--- src/rtl/load_store_unit.sv ---
// load_store_unit
//   MEM-stage initiator between the MIPS datapath and a word-wide data
//   memory with no byte enables. One request is handled at a time; byte and
//   halfword stores are done as read-modify-write. Loads return sign- or
//   zero-extended data. Byte lanes are big-endian (offset 0 = bits [31:24]).
//
// Ports
//   clk, rst_n        clock, asynchronous active-low reset
//   req               request strobe, sampled only while idle
//   we                1 = store, 0 = load
//   size              00 byte, 01 half, 10 word, 11 reserved
//   sign_ext          load extension select (1 = sign, 0 = zero)
//   addr, wdata       byte address, right-aligned store data
//   busy              high while an access is in progress (including FIN)
//   done, err         one-cycle completion pulse and its error flag
//   rdata             extended load result, held until the next completion
//   mem_addr          word index into memory
//   mem_wdata         word to write
//   mem_read          memory read enable (held RD_LAT cycles)
//   mem_write         memory write enable (held WR_LAT cycles)
//   mem_rdata         memory read data
module load_store_unit #(
  parameter int DEPTH  = 1024,
  parameter int RD_LAT = 2,
  parameter int WR_LAT = 2
) (
  input  logic        clk,
  input  logic        rst_n,
  input  logic        req,
  input  logic        we,
  input  logic [1:0]  size,
  input  logic        sign_ext,
  input  logic [31:0] addr,
  input  logic [31:0] wdata,
  output logic        busy,
  output logic        done,
  output logic        err,
  output logic [31:0] rdata,
  output logic [31:0] mem_addr,
  output logic [31:0] mem_wdata,
  output logic        mem_read,
  output logic        mem_write,
  input  logic [31:0] mem_rdata
);

  localparam int MAXL  = (RD_LAT > WR_LAT) ? RD_LAT : WR_LAT;
  localparam int CNT_W = (MAXL > 1) ? $clog2(MAXL) : 1;

  typedef enum logic [1:0] {IDLE, RD, WR, FIN} state_t;

  state_t             state;
  logic [CNT_W-1:0]   cnt;

  // Request fields captured at acceptance
  logic               we_q;
  logic [1:0]         size_q;
  logic               sign_q;
  logic [1:0]         off_q;
  logic [15:0]        wdata_q;

  logic               bad;

  // Select the addressed lane of a word and extend it to 32 bits.
  function automatic logic [31:0] load_ext(input logic [31:0] w,
                                           input logic [1:0]  sz,
                                           input logic [1:0]  off,
                                           input logic        sx);
    logic signed [7:0]  b;
    logic signed [15:0] h;
    logic [31:0]        r;
    case (off)
      2'd0:    b = w[31:24];
      2'd1:    b = w[23:16];
      2'd2:    b = w[15:8];
      default: b = w[7:0];
    endcase
    h = off[1] ? w[15:0] : w[31:16];
    case (sz)
      2'b00:   r = {{24{sx & b[7]}}, b};
      2'b01:   r = {{16{sx & h[15]}}, h};
      default: r = w;
    endcase
    return r;
  endfunction

  // Replace only the target lane of the fetched word with the store data.
  function automatic logic [31:0] rmw_merge(input logic [31:0] w,
                                            input logic [1:0]  sz,
                                            input logic [1:0]  off,
                                            input logic [15:0] d);
    logic [31:0] m;
    m = w;
    if (sz == 2'b00) begin
      case (off)
        2'd0:    m[31:24] = d[7:0];
        2'd1:    m[23:16] = d[7:0];
        2'd2:    m[15:8]  = d[7:0];
        default: m[7:0]   = d[7:0];
      endcase
    end else if (off[1]) begin
      m[15:0] = d;
    end else begin
      m[31:16] = d;
    end
    return m;
  endfunction

  always_comb begin
    bad = (size == 2'b11)
        | ((size == 2'b01) & addr[0])
        | ((size == 2'b10) & (addr[1:0] != 2'b00))
        | ({2'b00, addr[31:2]} >= 32'(DEPTH));
  end

  // Request capture: pure data, loaded only on acceptance
  always_ff @(posedge clk) begin
    if (state == IDLE && req) begin
      we_q    <= we;
      size_q  <= size;
      sign_q  <= sign_ext;
      off_q   <= addr[1:0];
      wdata_q <= wdata[15:0];
    end
  end

  // Control FSM with registered memory-side and CPU-side outputs
  always_ff @(posedge clk or negedge rst_n) begin
    if (!rst_n) begin
      state     <= IDLE;
      cnt       <= '0;
      busy      <= 1'b0;
      done      <= 1'b0;
      err       <= 1'b0;
      mem_read  <= 1'b0;
      mem_write <= 1'b0;
      rdata     <= 32'h0;
      mem_addr  <= 32'h0;
      mem_wdata <= 32'h0;
    end else begin
      case (state)
        IDLE: begin
          if (req) begin
            busy <= 1'b1;
            err  <= bad;
            cnt  <= '0;
            if (bad) begin
              state <= FIN;
              done  <= 1'b1;
              rdata <= 32'h0;
            end else begin
              mem_addr <= {2'b00, addr[31:2]};
              if (we && size == 2'b10) begin
                state     <= WR;
                mem_write <= 1'b1;
                mem_wdata <= wdata;
              end else begin
                state    <= RD;
                mem_read <= 1'b1;
              end
            end
          end
        end

        RD: begin
          // mem_rdata is sampled on the last edge of the read window
          if (cnt == CNT_W'(RD_LAT - 1)) begin
            mem_read <= 1'b0;
            cnt      <= '0;
            if (we_q) begin
              state     <= WR;
              mem_write <= 1'b1;
              mem_wdata <= rmw_merge(mem_rdata, size_q, off_q, wdata_q);
            end else begin
              state <= FIN;
              done  <= 1'b1;
              rdata <= load_ext(mem_rdata, size_q, off_q, sign_q);
            end
          end else begin
            cnt <= cnt + 1'b1;
          end
        end

        WR: begin
          if (cnt == CNT_W'(WR_LAT - 1)) begin
            mem_write <= 1'b0;
            cnt       <= '0;
            state     <= FIN;
            done      <= 1'b1;
          end else begin
            cnt <= cnt + 1'b1;
          end
        end

        default: begin
          done  <= 1'b0;
          busy  <= 1'b0;
          state <= IDLE;
        end
      endcase
    end
  end

endmodule

--- config.mk ---
export PLATFORM = sky130hd
export DESIGN_NAME = load_store_unit
export DESIGN_NICKNAME = d
export VERILOG_FILES = /design/src/rtl/load_store_unit.sv
export SDC_FILE = /design/constraint.sdc
export NUM_CORES = 1
export LEC_CHECK = 0
export CAP_MARGIN = 25
export CORE_AREA = 2 2 120 122
export CTS_CLUSTER_DIAMETER = 40
export DETAILED_ROUTE_END_ITERATION = 10
export DIE_AREA = 0 0 122 124
export PLACE_DENSITY = 0.77
export SYNTH_ARGS = -nofsm -noshare
export SYNTH_HDL_FRONTEND = slang
export SYNTH_SLANG_ARGS = --single-unit
--- constraint.sdc ---
create_clock -name clk -period 4.7 [get_ports clk]
set_clock_uncertainty 0.15 [all_clocks]
set_input_delay 0.47 -clock clk [delete_from_list [all_inputs] [get_ports clk]]
set_output_delay 0.47 -clock clk [all_outputs]
set_load 0.03 [all_outputs]
Word level (Yosys, flattened, before mapping)
Cells that the tools add are included.

word-level totals
  output and inout port bits = 101
  register bits after elaboration = 124

operators by class
  $lt $le $gt $ge = 1
  $add $sub $neg = 1
  muxes and demuxes = 53
  reduce and logical (&&, ||, !) cells = 21
  bitwise gates (word level) = 9
  equality and inequality tests = 17

operators by type and width
  kind                                                                      count
  32-bit 2-to-1 mux                                                         10
  32-bit case mux with 2 select lines                                       3
  8-bit 2-to-1 mux                                                          7
  16-bit 2-to-1 mux                                                         3
  30-bit by 11-bit >= comparator with 1-bit output (second input constant)  1
  8-bit case mux with 3 select lines                                        1
  1-bit 2-to-1 mux                                                          18
  2-bit inequality test (second input constant)                             8
  5-bit AND reduction                                                       3
  2-bit 2-to-1 mux                                                          5
  2-bit by 1-bit equality test with 1-bit output (second input constant)    4
  2-bit equality test (second input constant)                               4
  7-bit AND reduction                                                       1
  2-bit zero test                                                           3
  1-bit case mux with 2 select lines                                        3
  1-bit case mux with 3 select lines                                        2
  2-bit case mux with 3 select lines                                        1
  2-bit AND reduction                                                       3
  3-bit AND reduction                                                       2
  6-bit AND reduction                                                       1
  2-bit nonzero test                                                        3
  1-bit bitwise AND                                                         4
  1-bit bitwise OR                                                          3
  3-bit nonzero test                                                        1
  other kinds (6)                                                           8

Logic depth before layout (Yosys ltp)
Gate-level depths: netlist of the first run.

  word-level depth = 10
  gate-level depth with buffers = 10

Worst setup path after synthesis of the first run
OpenSTA, ideal clock, no wires.

  path type = flip-flop to flip-flop
  from = reg state[0]
  to = reg mem_wdata[18]
  arrival = 2.080 ns
  cell stages (with the launch flop) = 11
  required time = 4.422 ns
  path slack = 2.342 ns
  path through = dfrtp_1 -> inv_1 -> ha_1 -> buf_2 -> nor2b_1 -> or2_2 -> clkbuf_1 -> nor2_1 -> nand2_1 -> buf_2 -> mux2_1

between the ends
  cells in the longest elaborated chain, start to end = 3

ends and longest elaborated chain
  element                                                                                   line  text
  start, declared                                                                           51    state_t state;
  start signal, assigned                                                                    129   state <= IDLE;
  start signal, assigned                                                                    147   state <= FIN;
  start signal, assigned                                                                    153   state <= WR;
  2-bit by 1-bit equality test with 1-bit output / 2-bit zero test (equally long branches)  140   case (state)
  2-bit inequality test (no source line) (tied with other cells)                            --
  6-bit AND reduction (no source line)                                                      --
  end signal, assigned                                                                      155   mem_wdata <= wdata;
  end signal, assigned                                                                      172   mem_wdata <= rmw_merge(mem_rdata, size_q, off_q, wdata_q);
  end, declared                                                                             40    output logic [31:0] mem_wdata,

Several ways; a longest one is shown, not always the timed one.
A chain may end at the register's enable or synchronous reset.

Worst setup path after layout of the first run
  from = reg off_q[0]
  to = reg rdata[19]

between the ends
  cells in the longest elaborated chain, start to end = 10

ends and longest elaborated chain
  element                                      line  text
  start, declared                              58    logic [1:0] off_q;
  start signal, assigned                       121   off_q <= addr[1:0];
  2-bit equality test (tied with other cells)  71    case (off)
  8-bit case mux with 3 select lines (*)       71
  8-bit 2-to-1 mux (*)                         169   if (we_q) begin
  8-bit 2-to-1 mux (*)                         166   if (cnt == CNT_W'(RD_LAT - 1)) begin
  8-bit 2-to-1 mux (*)                         140
  1-bit bitwise AND (*)                        79    2'b00: r = {{24{sx & b[7]}}, b};
  32-bit case mux with 2 select lines (*)      78    case (sz)
  32-bit 2-to-1 mux (*)                        169
  32-bit 2-to-1 mux (*)                        166
  32-bit case mux with 2 select lines (*)      140
  end signal, assigned                         176   rdata <= load_ext(mem_rdata, size_q, off_q, sign_q);
  end, declared                                38    output logic [31:0] rdata,

Mark *: on every way between the ends. The rest lies on a longest branch, timed or not. The select of a mux whose other input is x is not followed.

==> impl_metrics.prom, run 1 <==
# TYPE chip_impl_metric gauge
chip_impl_info{name="worstSetupPathType",value="reg2reg"} 1
chip_impl_metric{name="synth_edf_count",unit=""} 22
chip_impl_metric{name="post_cts_resize_count",unit=""} 0
chip_impl_info{name="type_of_destination_of_the_critical_path",value="flip-flop"} 1
chip_impl_metric{name="vdd.ir_drop.worst",unit="mV"} 0.254
chip_impl_info{name="post-synth-top-count-cell",value="dfrtp_1"} 1
chip_impl_metric{name="post_synth_simple_gate_area",unit="%"} 13.7
chip_impl_metric{name="die_h",unit="um"} 124
chip_impl_info{name="combinational_family_with_the_most_area_after_synthesis",value="compound AO/OA/AOI/OAI gates"} 1
chip_impl_metric{name="filler_cell_count",unit=""} 1081
chip_impl_metric{name="synth-adder-area-share",unit="%"} 0.824
chip_impl_metric{name="syn-mean-instance-area",unit="um^2"} 10.9
chip_impl_metric{name="share_of_async_settable_or_async_resettable_flops_after_synthesis",unit="%"} 82.3
chip_impl_metric{name="pin_count_of_the_biggest_net_entering_global_routing",unit=""} 82
chip_impl_metric{name="nNetsFinal",unit=""} 851
chip_impl_metric{name="start_util",unit="%"} 44.3
chip_impl_info{name="yosys-top-cells-count",value="dfrtp_1, nand2_1, mux2_2, nor2b_1, nor2_1"} 1
chip_impl_metric{name="h_tree_lvls",unit=""} 4
chip_impl_metric{name="number_of_cells_in_the_finished_layout_apart_from_fillers",unit=""} 936
chip_impl_metric{name="routabilityCongestion",unit=""} 0.918
chip_impl_metric{name="muxShareOfSynthArea",unit="%"} 11.4
chip_impl_info{name="critical_path.slowest_cell",value="edfxtp_1"} 1
chip_impl_metric{name="top_level_ports",unit=""} 204
chip_impl_info{name="clockRootBuffer",value="clkbuf_16"} 1
chip_impl_metric{name="ys_types",unit=""} 47
chip_impl_info{name="crit_path_cell_trace",value="mux4_2 > and3_1 > a311oi_1 > or4_1 > o21ai_0"} 1
chip_impl_metric{name="dp_cells",unit=""} 904
chip_impl_metric{name="cts_bufs_inserted",unit=""} 17
chip_impl_metric{name="setup_viol",unit=""} 0
chip_impl_metric{name="detailed_place_hpwl",unit="mm"} 13.5
chip_impl_metric{name="timing.critical_path.slowest_cell_delay",unit="ps"} 750
chip_impl_metric{name="die_width",unit="um"} 122
chip_impl_metric{name="maxSlewHeadroom",unit="%"} 35.9
chip_impl_info{name="hold_path.class",value="reg2reg"} 1
chip_impl_metric{name="dr_total_vias",unit=""} 5238
chip_impl_info{name="synth_largest_area_cell",value="dfrtp_1"} 1
chip_impl_metric{name="drc_errors",unit=""} 0
chip_impl_metric{name="synth-seq-area-share",unit="%"} 52.9
chip_impl_metric{name="ys.warnings.count",unit=""} 0
chip_impl_metric{name="clkLatencyLatePin",unit="ps"} 420
chip_impl_metric{name="wl_per_cell",unit="um"} 19.5
chip_impl_info{name="grt_setup_unrepaired",value="false"} 1
chip_impl_metric{name="timing.final.crit_share",unit="%"} 63.0
chip_impl_metric{name="global_route.usage.total",unit="%"} 25.0
chip_impl_metric{name="holdBufCountCts",unit=""} 1
chip_impl_metric{name="antenna_found_initial",unit=""} 0
chip_impl_metric{name="multi_input_area",unit="mm^2"} 0.00267
chip_impl_metric{name="io_buffer_count",unit=""} 201
chip_impl_metric{name="core_area",unit="mm^2"} 0.0137
chip_impl_metric{name="final_layout_size_suffix_gt1_share",unit="%"} 12.4
chip_impl_info{name="synth_flop_cell",value="dfrtp_1"} 1
chip_impl_metric{name="area.growth.synth_to_final",unit="%"} 45.0
chip_impl_info{name="tritoncts",value="yes"} 1
chip_impl_metric{name="ff_latch_area",unit="mm^2"} 0.00321
chip_impl_metric{name="final-hold-violation-count",unit=""} 0
chip_impl_metric{name="netlist_area",unit="mm^2"} 0.00608
chip_impl_metric{name="max_clock_freq",unit="MHz"} 338
chip_impl_metric{name="post-layout-total-power",unit="mW"} 5.36
chip_impl_metric{name="max_slew_violations",unit=""} 0
chip_impl_info{name="netlist_top_cells_area",value="dfrtp_1, edfxtp_1, mux2_2, nor2b_1, mux2i_1"} 1
chip_impl_metric{name="antenna_cells",unit=""} 0
chip_impl_info{name="element_type_at_the_critical_path_start",value="flip-flop"} 1
chip_impl_metric{name="first_pass_grt_wire_length",unit="mm"} 28.3
chip_impl_info{name="outcome",value="finished, final reports clean"} 1
chip_impl_metric{name="fp-row-count",unit=""} 43
chip_impl_metric{name="postLayoutSetupSlackWorst",unit="ps"} 1740
chip_impl_metric{name="remaining_global_route_overflow",unit=""} 0
chip_impl_metric{name="synth.ff_latch_count",unit=""} 124
chip_impl_metric{name="setup_total_negative_slack",unit="ps"} 0
chip_impl_metric{name="path_clk_slew",unit="ps"} 50
chip_impl_metric{name="cp_data_required_time",unit="ps"} 4810
chip_impl_metric{name="placement.cell_area",unit="mm^2"} 0.00820
chip_impl_metric{name="post-cts-setup-buffers",unit=""} 0
chip_impl_metric{name="synth_compound_area_share",unit="%"} 17.5
chip_impl_metric{name="worst_ep_arrival_time",unit="ps"} 3070
chip_impl_metric{name="drtAntennaViolNets",unit=""} 0
chip_impl_metric{name="max-clock-path-buffers",unit=""} 2
chip_impl_metric{name="worstMarginPinSlew",unit="ps"} 960
chip_impl_metric{name="cellPowerDensity",unit="mW/mm^2"} 608
chip_impl_metric{name="synth_top_area_share",unit="%"} 42.0
chip_impl_metric{name="min_period",unit="ps"} 2960
chip_impl_metric{name="drt_first_iter_violations",unit=""} 383
chip_impl_metric{name="post-place-ws",unit="ps"} 1410
chip_impl_metric{name="timing.critical_path.fanout_max",unit=""} 16
chip_impl_metric{name="synthesis.instances",unit=""} 556
chip_impl_metric{name="synthXorXnorAreaFrac",unit="%"} 0
chip_impl_metric{name="detail_route.wirelength",unit="mm"} 18.2
chip_impl_metric{name="cts_num_sinks",unit=""} 124
chip_impl_metric{name="avgViaCountPerCell",unit=""} 5.60
chip_impl_metric{name="grt_pass1_vias",unit=""} 5242
chip_impl_metric{name="drv_cap",unit=""} 0
chip_impl_metric{name="floorplan.die_area",unit="mm^2"} 0.0151
chip_impl_metric{name="first_pass_iters",unit=""} 6
chip_impl_metric{name="leakagePower",unit="nW"} 3.66
chip_impl_metric{name="postLayoutCellArea",unit="mm^2"} 0.00881
-- final cells by class --
class                   count  area share [%]
clock buffers              26            5.90
clock inverters             5           0.923
inverters                   7           0.298
multi-input cells         385            30.3
flip-flops and latches    124            36.5
well taps                 180            2.56
repair buffers            209            23.5
-- placed cells by master (no fill, tap or decap), types with 7 or more instances in the layout --
cell type        count
mux2i_1             21
a211oi_1             7
nand2b_1            12
mux2_2              39
a21oi_1             36
a22o_1              17
a221o_1              9
nor2_1              37
edfxtp_1            22
nor4b_1              7
o21ai_2             11
o21ai_0             34
dfrtp_1            102
a2bb2oi_1           14
nor2b_1             39
clkbuf_16           17
nor3_1               7
buf_4                8
clkdlybuf4s50_1    200
nand2_1             47
-- cells by family (layout without fill, tap and decap cells) --
kind of cell / after synthesis / in the layout
AOI/OAI and AO/OA: 151 / 151
muxes: 63 / 63
and+or+nand+nor: 165 / 165
adders and majority gates: 4 / 4
buffers and inverters: 48 / 247
DFF: 124 / 124
other: 1 / 2
-- through the flow --
step	utilization, %	hold slack (ps)
finish	64.2	327
global route	64.2	353
CTS	64.2	329
detailed placement	59.7	318
floorplan	-	24.4
global placement	59.7	311
-- report_power, final --
| group | total (mW) | internal [mW] | switching, mW |
|---|---|---|---|
| combinational | 2.43 | 1.03 | 1.40 |
| sequential | 1.61 | 1.41 | 0.200 |
| clock | 1.31 | 0.862 | 0.453 |
-- registers in the layout (all words and copies together) (netlist names) --
name / cells
busy: 1
cnt: 1
done: 1
err: 1
mem_addr: 30
mem_read: 1
mem_wdata: 32
mem_write: 1
off_q: 2
rdata: 32
sign_q: 1
size_q: 2
state: 2
wdata_q: 16
we_q: 1
-- layer usage --
layer / global-route usage, % / vias to the layer above / wire [um]
met1: 33.0 / 2516 / 7530
met4: 10.5 / 0 / 484
met5: 0 / - / 0
met3: 9.34 / 39 / 2140
met2: 37.0 / 282 / 8090
li1: - / 2401 / -
-- worst max-delay path, delay by kind of cell (launching register included) --
family | cells | cell delay (ps)
simple gates | 2 | 920
flops | 1 | 750
compound gates | 2 | 550
mux | 1 | 420
-- path summary, 6_finish.rpt --
kind,start,to,slack [ps],depth (start not counted)
worst max-delay path,off_q[0]$_DFFE_PP_,rdata[19]$_DFFE_PN0P_,1740,5
min in group asynchronous,rst_n,rdata[6]$_DFFE_PN0P_,490,2
max in group asynchronous,rst_n,busy$_DFFE_PN0P_,2790,3
worst min register to register,rdata[24]$_DFFE_PN0P_,rdata[24]$_DFFE_PN0P_,330,2
worst min-delay path,rdata[24]$_DFFE_PN0P_,rdata[24]$_DFFE_PN0P_,330,2
worst max register to register,off_q[0]$_DFFE_PP_,rdata[19]$_DFFE_PN0P_,1740,5
(Power assumes the default switching activity.)
==> run 2, diff against run 1 <==
Settings changed: CORE_AREA 2 2 120 122 to 2 2 124 126, DIE_AREA 0 0 122 124 to 0 0 126 128, PLACE_DENSITY 0.77 to 0.75.
Clock period 4.7 ns to 2.5 ns, I/O delays scaled along.
==> impl_metrics.prom, run 2 (synthesis gave the netlist of run 1 again) <==
# TYPE chip_impl_metric gauge
chip_impl_metric{name="drtAntennaViolNets",unit=""} 0
chip_impl_metric{name="filler_cell_count",unit=""} 1269
chip_impl_metric{name="timing.critical_path.slowest_cell_delay",unit="ps"} 560
chip_impl_metric{name="worstMarginPinSlew",unit="ps"} 919
chip_impl_metric{name="routabilityCongestion",unit=""} 0.894
chip_impl_info{name="layout.cells.most_common",value="clkdlybuf4s50_1"} 1
chip_impl_info{name="critical_path.slowest_cell",value="or4_1"} 1
chip_impl_info{name="grt_setup_unrepaired",value="false"} 1
chip_impl_metric{name="detail_route.wirelength",unit="mm"} 19.2
chip_impl_metric{name="first_pass_iters",unit=""} 9
chip_impl_metric{name="maxSlewHeadroom",unit="%"} 38.5
chip_impl_metric{name="nNetsFinal",unit=""} 873
chip_impl_info{name="biggestRegsByFlops",value="mem_wdata (32), rdata (32), mem_addr (30)"} 1
chip_impl_metric{name="cts_num_sinks",unit=""} 124
chip_impl_metric{name="timing.critical_path.fanout_max",unit=""} 16
chip_impl_metric{name="h_tree_lvls",unit=""} 4
chip_impl_metric{name="post-cts-setup-buffers",unit=""} 0
chip_impl_metric{name="holdBufCountCts",unit=""} 1
chip_impl_metric{name="cts_bufs_inserted",unit=""} 17
chip_impl_info{name="clockRootBuffer",value="clkbuf_16"} 1
chip_impl_metric{name="die_h",unit="um"} 128
chip_impl_metric{name="cp_data_required_time",unit="ps"} 2670
chip_impl_info{name="element_type_at_the_critical_path_start",value="flip-flop"} 1
chip_impl_info{name="timing.critical_path.mode_cell",value="nand2_1"} 1
chip_impl_metric{name="ff_latch_area",unit="mm^2"} 0.00321
chip_impl_metric{name="multi_input_area",unit="mm^2"} 0.00267
chip_impl_metric{name="drt_first_iter_violations",unit=""} 269
chip_impl_metric{name="drc_errors",unit=""} 0
chip_impl_metric{name="leakagePower",unit="nW"} 3.78
chip_impl_metric{name="grt_pass1_vias",unit=""} 5406
chip_impl_metric{name="cellPowerDensity",unit="mW/mm^2"} 1130
chip_impl_metric{name="pin_count_of_the_biggest_net_entering_global_routing",unit=""} 67
chip_impl_metric{name="detailed_place_hpwl",unit="mm"} 14.7
chip_impl_metric{name="min_period",unit="ps"} 2390
chip_impl_metric{name="floorplan.die_area",unit="mm^2"} 0.0161
chip_impl_info{name="outcome",value="finished, final reports clean"} 1
chip_impl_metric{name="drv_cap",unit=""} 0
chip_impl_metric{name="final-hold-violation-count",unit=""} 0
chip_impl_metric{name="timing.hold.ws",unit="ps"} 92.5
chip_impl_metric{name="max_clock_freq",unit="MHz"} 419
chip_impl_metric{name="final_layout_size_suffix_gt1_share",unit="%"} 15.0
chip_impl_info{name="crit_path_cell_trace",value="inv_1 > ha_1 > buf_4 > nand2_1 > nand2_1 > o31ai_1 > or4_1 > buf_12 > o21ai_0"} 1
chip_impl_metric{name="dr_total_vias",unit=""} 5226
chip_impl_metric{name="antenna_cells",unit=""} 0
chip_impl_metric{name="top_level_ports",unit=""} 204
chip_impl_metric{name="vdd.ir_drop.worst",unit="mV"} 0.642
chip_impl_metric{name="global_route.usage.total",unit="%"} 24.1
chip_impl_metric{name="fp-row-count",unit=""} 45
chip_impl_metric{name="remaining_global_route_overflow",unit=""} 0
chip_impl_metric{name="timing.final.crit_share",unit="%"} 95.4
chip_impl_metric{name="antenna_found_initial",unit=""} 0
chip_impl_metric{name="setup_viol",unit=""} 0
chip_impl_metric{name="die_width",unit="um"} 126
chip_impl_metric{name="worst_ep_arrival_time",unit="ps"} 2550
chip_impl_info{name="type_of_destination_of_the_critical_path",value="flip-flop"} 1
chip_impl_info{name="hold_path.class",value="in2async"} 1
chip_impl_metric{name="max-clock-path-buffers",unit=""} 2
chip_impl_metric{name="first_pass_grt_wire_length",unit="mm"} 29.7
chip_impl_metric{name="wl_per_cell",unit="um"} 19.8
chip_impl_info{name="worstSetupPathType",value="reg2reg"} 1
chip_impl_metric{name="max_slew_violations",unit=""} 0
chip_impl_metric{name="path_clk_slew",unit="ps"} 50
chip_impl_metric{name="io_buffer_count",unit=""} 201
chip_impl_metric{name="setup_total_negative_slack",unit="ps"} 0
chip_impl_metric{name="post_cts_resize_count",unit=""} 0
chip_impl_info{name="tritoncts",value="yes"} 1
chip_impl_info{name="layout_common_cells",value="clkdlybuf4s50_1, dfrtp_1, nand2_1, nor2b_1, mux2_2"} 1
chip_impl_metric{name="core_area",unit="mm^2"} 0.0149
chip_impl_metric{name="start_util",unit="%"} 40.9
chip_impl_metric{name="clkLatencyLatePin",unit="ps"} 410
chip_impl_metric{name="avgViaCountPerCell",unit=""} 5.41
chip_impl_metric{name="area.growth.synth_to_final",unit="%"} 48.7
run 2: changes by cell type in the layout (fill, tap and decap cells not counted), moves of 2 or more:
| cell | previous run | this run |
|---|---|---|
| buf_12 | 0 | 5 |
| buf_4 | 8 | 25 |
| clkbuf_16 | 17 | 19 |
| clkbuf_8 | 6 | 2 |
| clkinvlp_4 | 1 | 3 |
run 2: metal layers:
layer | wire length, um | vias up | global-route usage (%)
li1 | - | 2438 | -
met1 | 7970 | 2548 | 30.3
met2 | 9190 | 217 | 38.8
met3 | 1670 | 23 | 8.64
met4 | 337 | 0 | 8.14
met5 | 0 | - | 0
run 2: area by class of cell:
type	count	share of cell area (%)
timing repair buffer	231	25.5
tap	188	2.60
inverter	7	0.291
clock inverter	8	0.886
sequential	124	35.6
multi-input combinational	385	29.6
clock buffer	23	5.65
run 2: through the flow:
stage               std cells  setup WS [ps]  utilization, %  power [mW]  area, um^2
floorplan                 557            142               -        5.87        6080
global placement          934          -69.8            56.7        7.67        8430
detailed placement        934          -58.5            56.7        7.80        8430
CTS                       966            128            60.8        10.3        9030
global route              966           7.22            60.8        10.7        9030
finish                    966            114            60.8        10.2        9030
run 2: power breakdown:
group | internal (mW) | total, mW | leakage [nW] | switching (mW)
combinational | 2.08 | 4.78 | 1.97 | 2.70
sequential | 2.65 | 2.99 | 1.53 | 0.337
clock | 1.53 | 2.42 | 0.282 | 0.888
total | 6.27 | 10.2 | 3.78 | 3.93
run 2: worst max-delay path, delay by kind of cell (launching register included):
| family | cells | cell delay [ps] |
|---|---|---|
| and+or+nand+nor | 3 | 770 |
| adders and majority gates | 1 | 210 |
| AOI/OAI and AO/OA | 2 | 280 |
| DFF | 1 | 420 |
| buffers and inverters | 3 | 460 |
run 2: worst paths after layout:
kind / from / endpoint / slack (ps) / cells after the start
max in group asynchronous: rst_n / rdata[9]$_DFFE_PN0P_ / 1490 / 3
worst max-delay path: state[0]$_DFFE_PN0P_ / rdata[16]$_DFFE_PN0P_ / 110 / 9
min in group clk: sign_ext / sign_q$_DFFE_PP_ / 250 / 1
worst min register to register: rdata[30]$_DFFE_PN0P_ / rdata[30]$_DFFE_PN0P_ / 330 / 2
worst max register to register: state[0]$_DFFE_PN0P_ / rdata[16]$_DFFE_PN0P_ / 110 / 9
worst min-delay path: rst_n / mem_wdata[13]$_DFFE_PN0P_ / 90 / 2
